--- config.mk ---
export PLATFORM = sky130hd
export DESIGN_NAME = uart_tx_buffered_flat
export DESIGN_NICKNAME = d
export VERILOG_FILES = /design/src/rtl/uart_tx_buffered_pkg.sv /design/src/rtl/uart_tx_buffered_if.sv /design/src/rtl/uart_tx_fifo.sv /design/src/rtl/uart_tx_buffered.sv /design/src/flat_wrapper.sv
export SDC_FILE = /design/constraint.sdc
export NUM_CORES = 1
export LEC_CHECK = 0
export CAP_MARGIN = 10
export CORE_MARGIN = 10
export CORE_UTILIZATION = 45
export CTS_CLUSTER_DIAMETER = 120
export DETAILED_ROUTE_END_ITERATION = 7
export GPL_TIMING_DRIVEN = 0
export SLEW_MARGIN = 0
export SYNTH_ARGS = -nofsm -noshare
export SYNTH_HDL_FRONTEND = slang
export SYNTH_HIERARCHICAL = 1
export SYNTH_SLANG_ARGS = --single-unit
--- constraint.sdc ---
create_clock -name clk -period 5.41 [get_ports clk]
set_input_delay 1.082 -clock clk [delete_from_list [all_inputs] [get_ports clk]]
set_output_delay 1.082 -clock clk [all_outputs]
set_load 0.005 [all_outputs]
--- src/rtl/uart_tx_buffered_pkg.sv ---
// uart_tx_buffered_pkg: shared UART constants and transmitter state encodings
package uart_tx_buffered_pkg;
    localparam int UART_DATA_W = 8;
    typedef enum logic [2:0] {
        IDLE   = 3'd0,
        START  = 3'd1,
        DATA   = 3'd2,
        PARITY = 3'd3,
        STOP   = 3'd4
    } tx_state_t;
endpackage

--- src/rtl/uart_tx_buffered_if.sv ---
// uart_tx_buffered_if: valid/ready byte handshake between producer and transmitter
interface uart_tx_buffered_if;
    import uart_tx_buffered_pkg::*;
    logic                   tx_valid;
    logic [UART_DATA_W-1:0] tx_data;
    logic                   tx_ready;
    modport master (output tx_valid, output tx_data, input tx_ready);
    modport slave (input tx_valid, input tx_data, output tx_ready);
endinterface

--- src/rtl/uart_tx_fifo.sv ---
// uart_tx_fifo: synchronous byte FIFO, head entry visible on dout without read latency
module uart_tx_fifo
    import uart_tx_buffered_pkg::*;
#(
    parameter int DEPTH = 4
) (
    input  logic                       clk,
    input  logic                       rstn,
    input  logic                       push,
    input  logic [UART_DATA_W-1:0]     din,
    input  logic                       pop,
    output logic [UART_DATA_W-1:0]     dout,
    output logic                       full,
    output logic                       empty,
    output logic [$clog2(DEPTH):0]     count
);
    localparam int AW = $clog2(DEPTH);
    localparam int CW = AW + 1;
    logic [UART_DATA_W-1:0] mem [DEPTH];
    logic [AW-1:0] wp, rp;
    logic do_push, do_pop;
    assign full = count == CW'(DEPTH);
    assign empty = count == '0;
    assign do_push = push && !full;
    assign do_pop = pop && !empty;
    assign dout = mem[rp];
    always_ff @(posedge clk or negedge rstn) begin
        if (!rstn) begin
            wp <= '0;
            rp <= '0;
            count <= '0;
        end else begin
            wp <= wp + AW'(do_push);
            rp <= rp + AW'(do_pop);
            count <= count + CW'(do_push) - CW'(do_pop);
        end
    end
    always_ff @(posedge clk) begin
        if (do_push) mem[wp] <= din;
    end
endmodule

--- src/rtl/uart_tx_buffered.sv ---
// uart_tx_buffered: FIFO-buffered UART transmitter, 8N1 by default, 8E1 when UART_TX_PARITY_EN is defined
module uart_tx_buffered
    import uart_tx_buffered_pkg::*;
#(
    parameter int FIFO_DEPTH = 4
) (
    input  logic              clk,
    input  logic              rstn,
    input  logic              baud_tick,
    uart_tx_buffered_if.slave bus,
    output logic              txd,
    output logic              busy
);
    localparam int CW = $clog2(FIFO_DEPTH) + 1;
    tx_state_t state, state_d;
    logic [UART_DATA_W-1:0] shreg, shreg_d, dout;
    logic [2:0] bit_cnt, bit_cnt_d;
    logic txd_d, pop, full, empty;
    logic [CW-1:0] count;
`ifdef UART_TX_PARITY_EN
    logic parity, parity_d;
`endif
    uart_tx_fifo #(.DEPTH(FIFO_DEPTH)) u_fifo (
        .clk   (clk),
        .rstn  (rstn),
        .push  (bus.tx_valid && bus.tx_ready),
        .din   (bus.tx_data),
        .pop   (pop),
        .dout  (dout),
        .full  (full),
        .empty (empty),
        .count (count)
    );
    assign bus.tx_ready = !full;
    assign busy = (state != IDLE) || (count != '0);
    // STOP shares IDLE's pop path so queued bytes follow with exactly one stop bit
    always_comb begin
        state_d = state;
        shreg_d = shreg;
        bit_cnt_d = bit_cnt;
        txd_d = txd;
        pop = 1'b0;
`ifdef UART_TX_PARITY_EN
        parity_d = parity;
`endif
        if (baud_tick) begin
            case (state)
                IDLE, STOP: begin
                    pop = !empty;
                    shreg_d = empty ? shreg : dout;
                    txd_d = empty;
                    state_d = empty ? IDLE : START;
`ifdef UART_TX_PARITY_EN
                    parity_d = empty ? parity : ^dout;
`endif
                end
                START: begin
                    txd_d = shreg[0];
                    bit_cnt_d = '0;
                    state_d = DATA;
                end
                DATA: begin
                    if (bit_cnt != 3'd7) begin
                        shreg_d = shreg >> 1;
                        txd_d = shreg[1];
                        bit_cnt_d = bit_cnt + 3'd1;
                    end else begin
`ifdef UART_TX_PARITY_EN
                        txd_d = parity;
                        state_d = PARITY;
`else
                        txd_d = 1'b1;
                        state_d = STOP;
`endif
                    end
                end
`ifdef UART_TX_PARITY_EN
                PARITY: begin
                    txd_d = 1'b1;
                    state_d = STOP;
                end
`endif
                default: begin
                    txd_d = 1'b1;
                    state_d = IDLE;
                end
            endcase
        end
    end
    always_ff @(posedge clk or negedge rstn) begin
        if (!rstn) begin
            state <= IDLE;
            shreg <= '0;
            bit_cnt <= '0;
            txd <= 1'b1;
        end else begin
            state <= state_d;
            shreg <= shreg_d;
            bit_cnt <= bit_cnt_d;
            txd <= txd_d;
        end
    end
`ifdef UART_TX_PARITY_EN
    always_ff @(posedge clk or negedge rstn) begin
        if (!rstn) parity <= 1'b0;
        else parity <= parity_d;
    end
`endif
endmodule
--- src/flat_wrapper.sv ---
// flat-port wrapper written by rule: the top's interface ports become plain ports
module uart_tx_buffered_flat import uart_tx_buffered_pkg::*;
#(
    parameter int FIFO_DEPTH = 4
)
  (clk, rstn, baud_tick, txd, busy, bus_tx_valid, bus_tx_data, bus_tx_ready);
  uart_tx_buffered_if bus_i ();
  input  logic clk;
  input  logic rstn;
  input  logic baud_tick;
  output logic txd;
  output logic busy;
  input wire logic [$bits(bus_i.tx_valid)-1:0] bus_tx_valid;
  input wire logic [$bits(bus_i.tx_data)-1:0] bus_tx_data;
  output wire logic [$bits(bus_i.tx_ready)-1:0] bus_tx_ready;
  assign bus_i.tx_valid = bus_tx_valid;
  assign bus_i.tx_data = bus_tx_data;
  assign bus_tx_ready = bus_i.tx_ready;
  uart_tx_buffered #(.FIFO_DEPTH(FIFO_DEPTH)) u_core (.clk(clk), .rstn(rstn), .baud_tick(baud_tick), .bus(bus_i), .txd(txd), .busy(busy));
endmodule
==> results.ini, run 1 <==
[global_route]
grt_pass1_vias=1329
grt_util_all_layers=0.101
grt_pass1_wl_um=6790
grt_overflow=0
grt_max_degree=23
antenna_found_initial=0

[cells_and_area]
layout_commonest_cell=edfxtp_1
drive_gt1_frac=0.180
final_cell_mix=32 x edfxtp_1, 21 x dfrtp_1, 16 x mux2_1, 14 x clkdlybuf4s50_1, 8 x mux4_2
area_growth_pct=16.3
fill_cells=431
nets=183
n_antenna_cell=0

[placed_design]
io_buffers=14
dp_hpwl_um=2900
gp_congestion=0.784

[timing]
worst_pin_slew_ps=1020
period_share=0.603
max_freq_mhz=306
rsz0062_at_grt=no
fin_skew_ps=7.15
fin_crit_ps=3260
hold_slack_ps=498
timing.setup.tns_ps=0
setup_violations=0
drv_slew=0
maxSlewHeadroom=0.319
finalHoldViolCount=0

[min_path]
hold_path_class=register to register
min-delay-start=u_core/shreg[7]
worstHoldPathCells=1
holdPathEnd=u_core/shreg[7]

[synth]
netlist_top_cells_area=edfxtp_1 41%, dfrtp_1 22%, mux2_1 7.6%
yosysWarnings=6
synth_cell_types=39
netlist_instances=142
yosys.area.top_type=edfxtp_1
synth_area_um2=2360
syn_nets=159
ys_seq_area_frac=0.640
syn_area_per_cell_um2=16.6
ys_seq_elements=54
netlist.area_leader.share=0.407

[floorplan]
die-area_um2=8550
io_pins=15
die_h_um=92.5
die_w_um=92.5
core_area_um2=5110
initial_core_util=0.463
rows=26

[clocking]
cts_root_buffer=clkbuf_8
htree_levels=2
ctsResizeCount=0
cts_tree=built
cts_setup_buffers=0
clk_latency_ps=300
cts_max_path_buffers=2
clkTransAtPathRegs_ps=100
ctsHoldBuffers=0
clock_sinks=54
cts_buffers=5

[drt]
routed_wl_um=3920
viasPerCell=5.30
drc=0
avgRoutedWirePerCell_um=16.5
firstDrtPassIters=4
vias=1256
detail-route-antenna-nets=0
drt_iter0_drc=88

[setup_path]
worstSetupEndpointType=register
critPathRequiredTime_ps=5600
critical_path_class=input port to register
worstPathMaxFanout=7
cp-start-kind=input port
r2r_cells=6
reg2reg_to=u_core/u_fifo/count[1]
r2r_start=u_core/u_fifo/count[1]
arrival_ps=3450
rrSetupSlack_ps=2860

[power]
power.total_mw=1.45
ir_drop_mv=0.276
leakage_nw=1.02
power.density_nw_per_um2=528

[run]
max_cap_violations=0

[outcome]
outcome=finished, final reports clean

## synth_stat cells
cell type,instances
edfxtp_1,32
nand3b_1,1
nor3b_1,2
o211a_1,1
nor4b_1,1
a211o_1,1
dfrtp_1,21
or3b_1,1
nor3b_2,1
ha_1,4
nand2b_1,2
nor2b_1,3
and2b_1,1
o21a_1,1
nor2_1,3
a21o_1,1
xnor2_1,4
nor4_1,2
nor4bb_1,2
buf_2,4
inv_1,5
xor2_1,1
a221oi_1,1
o31ai_1,2
o21ai_0,2
nor3_1,4
dfstp_2,1
clkbuf_1,1
and4b_1,1
o211ai_1,1
mux2i_1,1
o311ai_1,1
mux4_2,8
nor3b_4,2
mux2_1,16
nand3_1,2
a21oi_1,2
fa_1,1
a22o_1,2
## through the flow
stage	cell area, um2	setup slack [ps]	utilization	cells
2_1_floorplan	2360	2660	-	142
3_3_place_gp	2590	1480	0.507	226
3_5_place_dp	2630	1790	0.515	229
4_1_cts	2750	2140	0.538	237
5_1_grt	2750	1930	0.538	237
6_report	2750	2150	0.538	237
## critical path, cell delays in order
cell,delay [ps]
clkdlybuf4s50_1,560
nand2b_1,130
nor3_1,560
mux2i_1,160
a221oi_1,330
ha_1,220
fa_1,410
## cell families after synthesis
kind of cell	share of synthesized area
xor gates and xnor gates	0.0185
DFF	0.640
buffers and inverters	0.0180
muxes	0.157
AOI/OAI and AO/OA	0.0471
and+or+nand+nor	0.0900
adders and majority gates	0.0296
## cell type report
class	instances	area (um2)	share of cell area
sequential	54	1510	0.550
multi-input combinational	78	827	0.301
tap	70	87.6	0.0319
clock inverter	3	47.5	0.0173
inverter	5	18.8	0.00683
buffer	5	23.8	0.00865
timing repair buffer	17	163	0.0592
clock buffer	5	68.8	0.0250
## how the worst max path moves through the flow
stage / from / to / slack, ps
after floorplan: baud_tick / u_core/u_fifo/count[2] / 2660
final: baud_tick / u_core/u_fifo/count[1] / 2150
after CTS: baud_tick / u_core/u_fifo/count[1] / 2140
after global routing: baud_tick / u_core/u_fifo/count[2] / 1930
after global placement: bus_tx_valid / u_core/u_fifo/mem[0][5] / 1480
after detailed placement: baud_tick / u_core/u_fifo/count[1] / 1790
## flip-flops by register name (all words and copies together), names as in the netlist
register             count
u_core/u_fifo/wp         2
u_core/u_fifo/count      3
u_core/state             3
u_core/txd               1
u_core/u_fifo/rp         2
u_core/shreg             8
u_core/bit_cnt           3
u_core/u_fifo/mem       32
## power breakdown
part,switching (mW),internal (mW)
Clock,0.130,0.140
Combinational,0.238,0.282
Sequential,0.0858,0.575
## layer usage
layer  GRT usage  part of all wire  vias to the layer above
met5           0                 0                        -
met2       0.165              0.49                       17
met1       0.125              0.46                      638
met4      0.0347             0.011                        0
met3      0.0291             0.032                        5
li1            -                 -                      596
(Power assumes the default switching activity.)
==> run 2, diff against run 1 <==
PLACE_DENSITY = 0.66   (was unset)
clock period = 2.65 ns   (was 5.41 ns; I/O delays follow)
==> results.ini, run 2 (synthesis results as in run 1) <==
[outcome]
outcome=finished, final reports clean

[timing]
setup_violations=0
max_freq_mhz=412
fin_crit_ps=2430
period_share=0.917
fin_skew_ps=6.66
maxSlewHeadroom=0.309
timing.setup.tns_ps=0
rsz0062_at_grt=no
worst_pin_slew_ps=1030
drv_slew=0
finalHoldViolCount=0

[cells_and_area]
layout_commonest_cell=edfxtp_1
regMostFlops=u_core/u_fifo/mem
drive_gt1_frac=0.190
fill_cells=433
seq_area_um2=1510
multiInputGateArea_um2=843
n_antenna_cell=0
area_growth_pct=16.0
final_cells=238
final_cell_mix=32 x edfxtp_1, 21 x dfrtp_1, 16 x mux2_1, 14 x clkdlybuf4s50_1, 8 x mux4_2
final_area_um2=2740
reg_top3=u_core/u_fifo/mem: 32 flops, u_core/shreg: 8 flops
largest_reg_flops=32
nets=184

[setup_path]
critical_path_class=input port to register
worstSetupEndpointType=register
arrival_ps=2630
critPathSlowestCell=clkdlybuf4s50_1
path_buf_inv=1
cp_common_cell=xnor2_1
cp_num_cells=7
worstPathMaxFanout=7
critPathRequiredTime_ps=2850
path_cells=clkdlybuf4s50_1 > nand2b_1 > nor3_4 > or3b_1 > fa_1 > xnor2_1 > xnor2_1
r2r_cells=8
max_stage_delay_ps=560
cp_top_family=simple AND/OR/NAND/NOR gates
cp-start-kind=input port

[placed_design]
dp_cells=229
dp_hpwl_um=2850
placed_area_um2=2630
io_buffers=14
gp_congestion=0.726

[global_route]
antenna_found_initial=0
grt_util_all_layers=0.102
grt_pass1_wl_um=6910
grt_overflow=0
grt_pass1_vias=1377
grt_max_degree=23

[clocking]
clk_latency_ps=300
clock_sinks=54
cts_max_path_buffers=2
clkTransAtPathRegs_ps=90
htree_levels=2
cts_tree=built
cts_buffers=5
cts_root_buffer=clkbuf_8

[drt]
wl_met1_um=1670
routed_wl_um=3900
drt_iter0_drc=39
route.met2.wl_um=2000
wl_met3_um=126
firstDrtPassIters=4
detail-route-antenna-nets=0
drc=0
vias=1256
top_layer_used=met4
avgRoutedWirePerCell_um=16.4
viasPerCell=5.28

[floorplan]
die_h_um=92.5
die-area_um2=8550
rows=26
io_pins=15
initial_core_util=0.463
core_area_um2=5110
die_w_um=92.5

[min_path]
worstHoldPathCells=1
hold_path_class=register to register

[power]
ir_drop_mv=0.455
power.density_nw_per_um2=1050
leakage_nw=1.01

[run]
max_cap_violations=0

## run 2: final timing paths
kind | start | endpoint | slack (ps)
worst max-delay path | baud_tick | u_core/u_fifo/count[2] | 220
min in group asynchronous | rstn | u_core/shreg[7] | 790
worst min register to register | u_core/shreg[3] | u_core/shreg[3] | 490
worst max register to register | u_core/u_fifo/count[1] | u_core/u_fifo/count[2] | 330
max in group asynchronous | rstn | u_core/bit_cnt[0] | 1240
worst min-delay path | u_core/shreg[3] | u_core/shreg[3] | 490
## run 2: worst reg2reg max path, stage by stage, from the launching register on
cell and delay, ps:
dfrtp_1 490, nor3_2 470, nor3_4 130, mux2i_1 170, a221oi_1 100, ha_1 210
fa_1 370, xnor2_1 150, xnor2_1 130
## run 2: per-stage QoR
step / total power [mW] / utilization / hold slack, ps / setup WS [ps]
3_3_place_gp: 2.33 / 0.507 / 464 / -629
6_report: 2.88 / 0.537 / 494 / 220
2_1_floorplan: 2.12 / - / 234 / 375
3_5_place_dp: 2.45 / 0.515 / 476 / -436
5_1_grt: 3.11 / 0.537 / 531 / 20.9
4_1_cts: 2.90 / 0.533 / 497 / 78.1
## run 2: final cells by class
class | count | share of cell area
buffer | 5 | 0.00867
clock buffer | 6 | 0.0265
clock inverter | 2 | 0.00502
inverter | 5 | 0.00684
multi-input combinational | 78 | 0.307
sequential | 54 | 0.552
tap | 70 | 0.0319
timing repair buffer | 18 | 0.0620
## run 2: report_power, final
part	leakage [nW]	switching, mW	internal [mW]
Combinational	0.413	0.498	0.587
Sequential	0.557	0.180	1.17
Clock	0.0452	0.251	0.187
Total	1.01	0.929	1.95
## run 2: repair_timing
item,in CTS,in global routing
endpoints found under the setup margin,2,2
hold endpoints to repair,0,0
gates resized for setup,1,2
setup buffers,0,1
hold buffers,0,0
## run 2: per-layer routing
metal	GRT usage	vias to the layer above
met3	0.0339	8
met1	0.121	628
met5	0	-
met2	0.166	14
li1	-	606
met4	0.0476	0
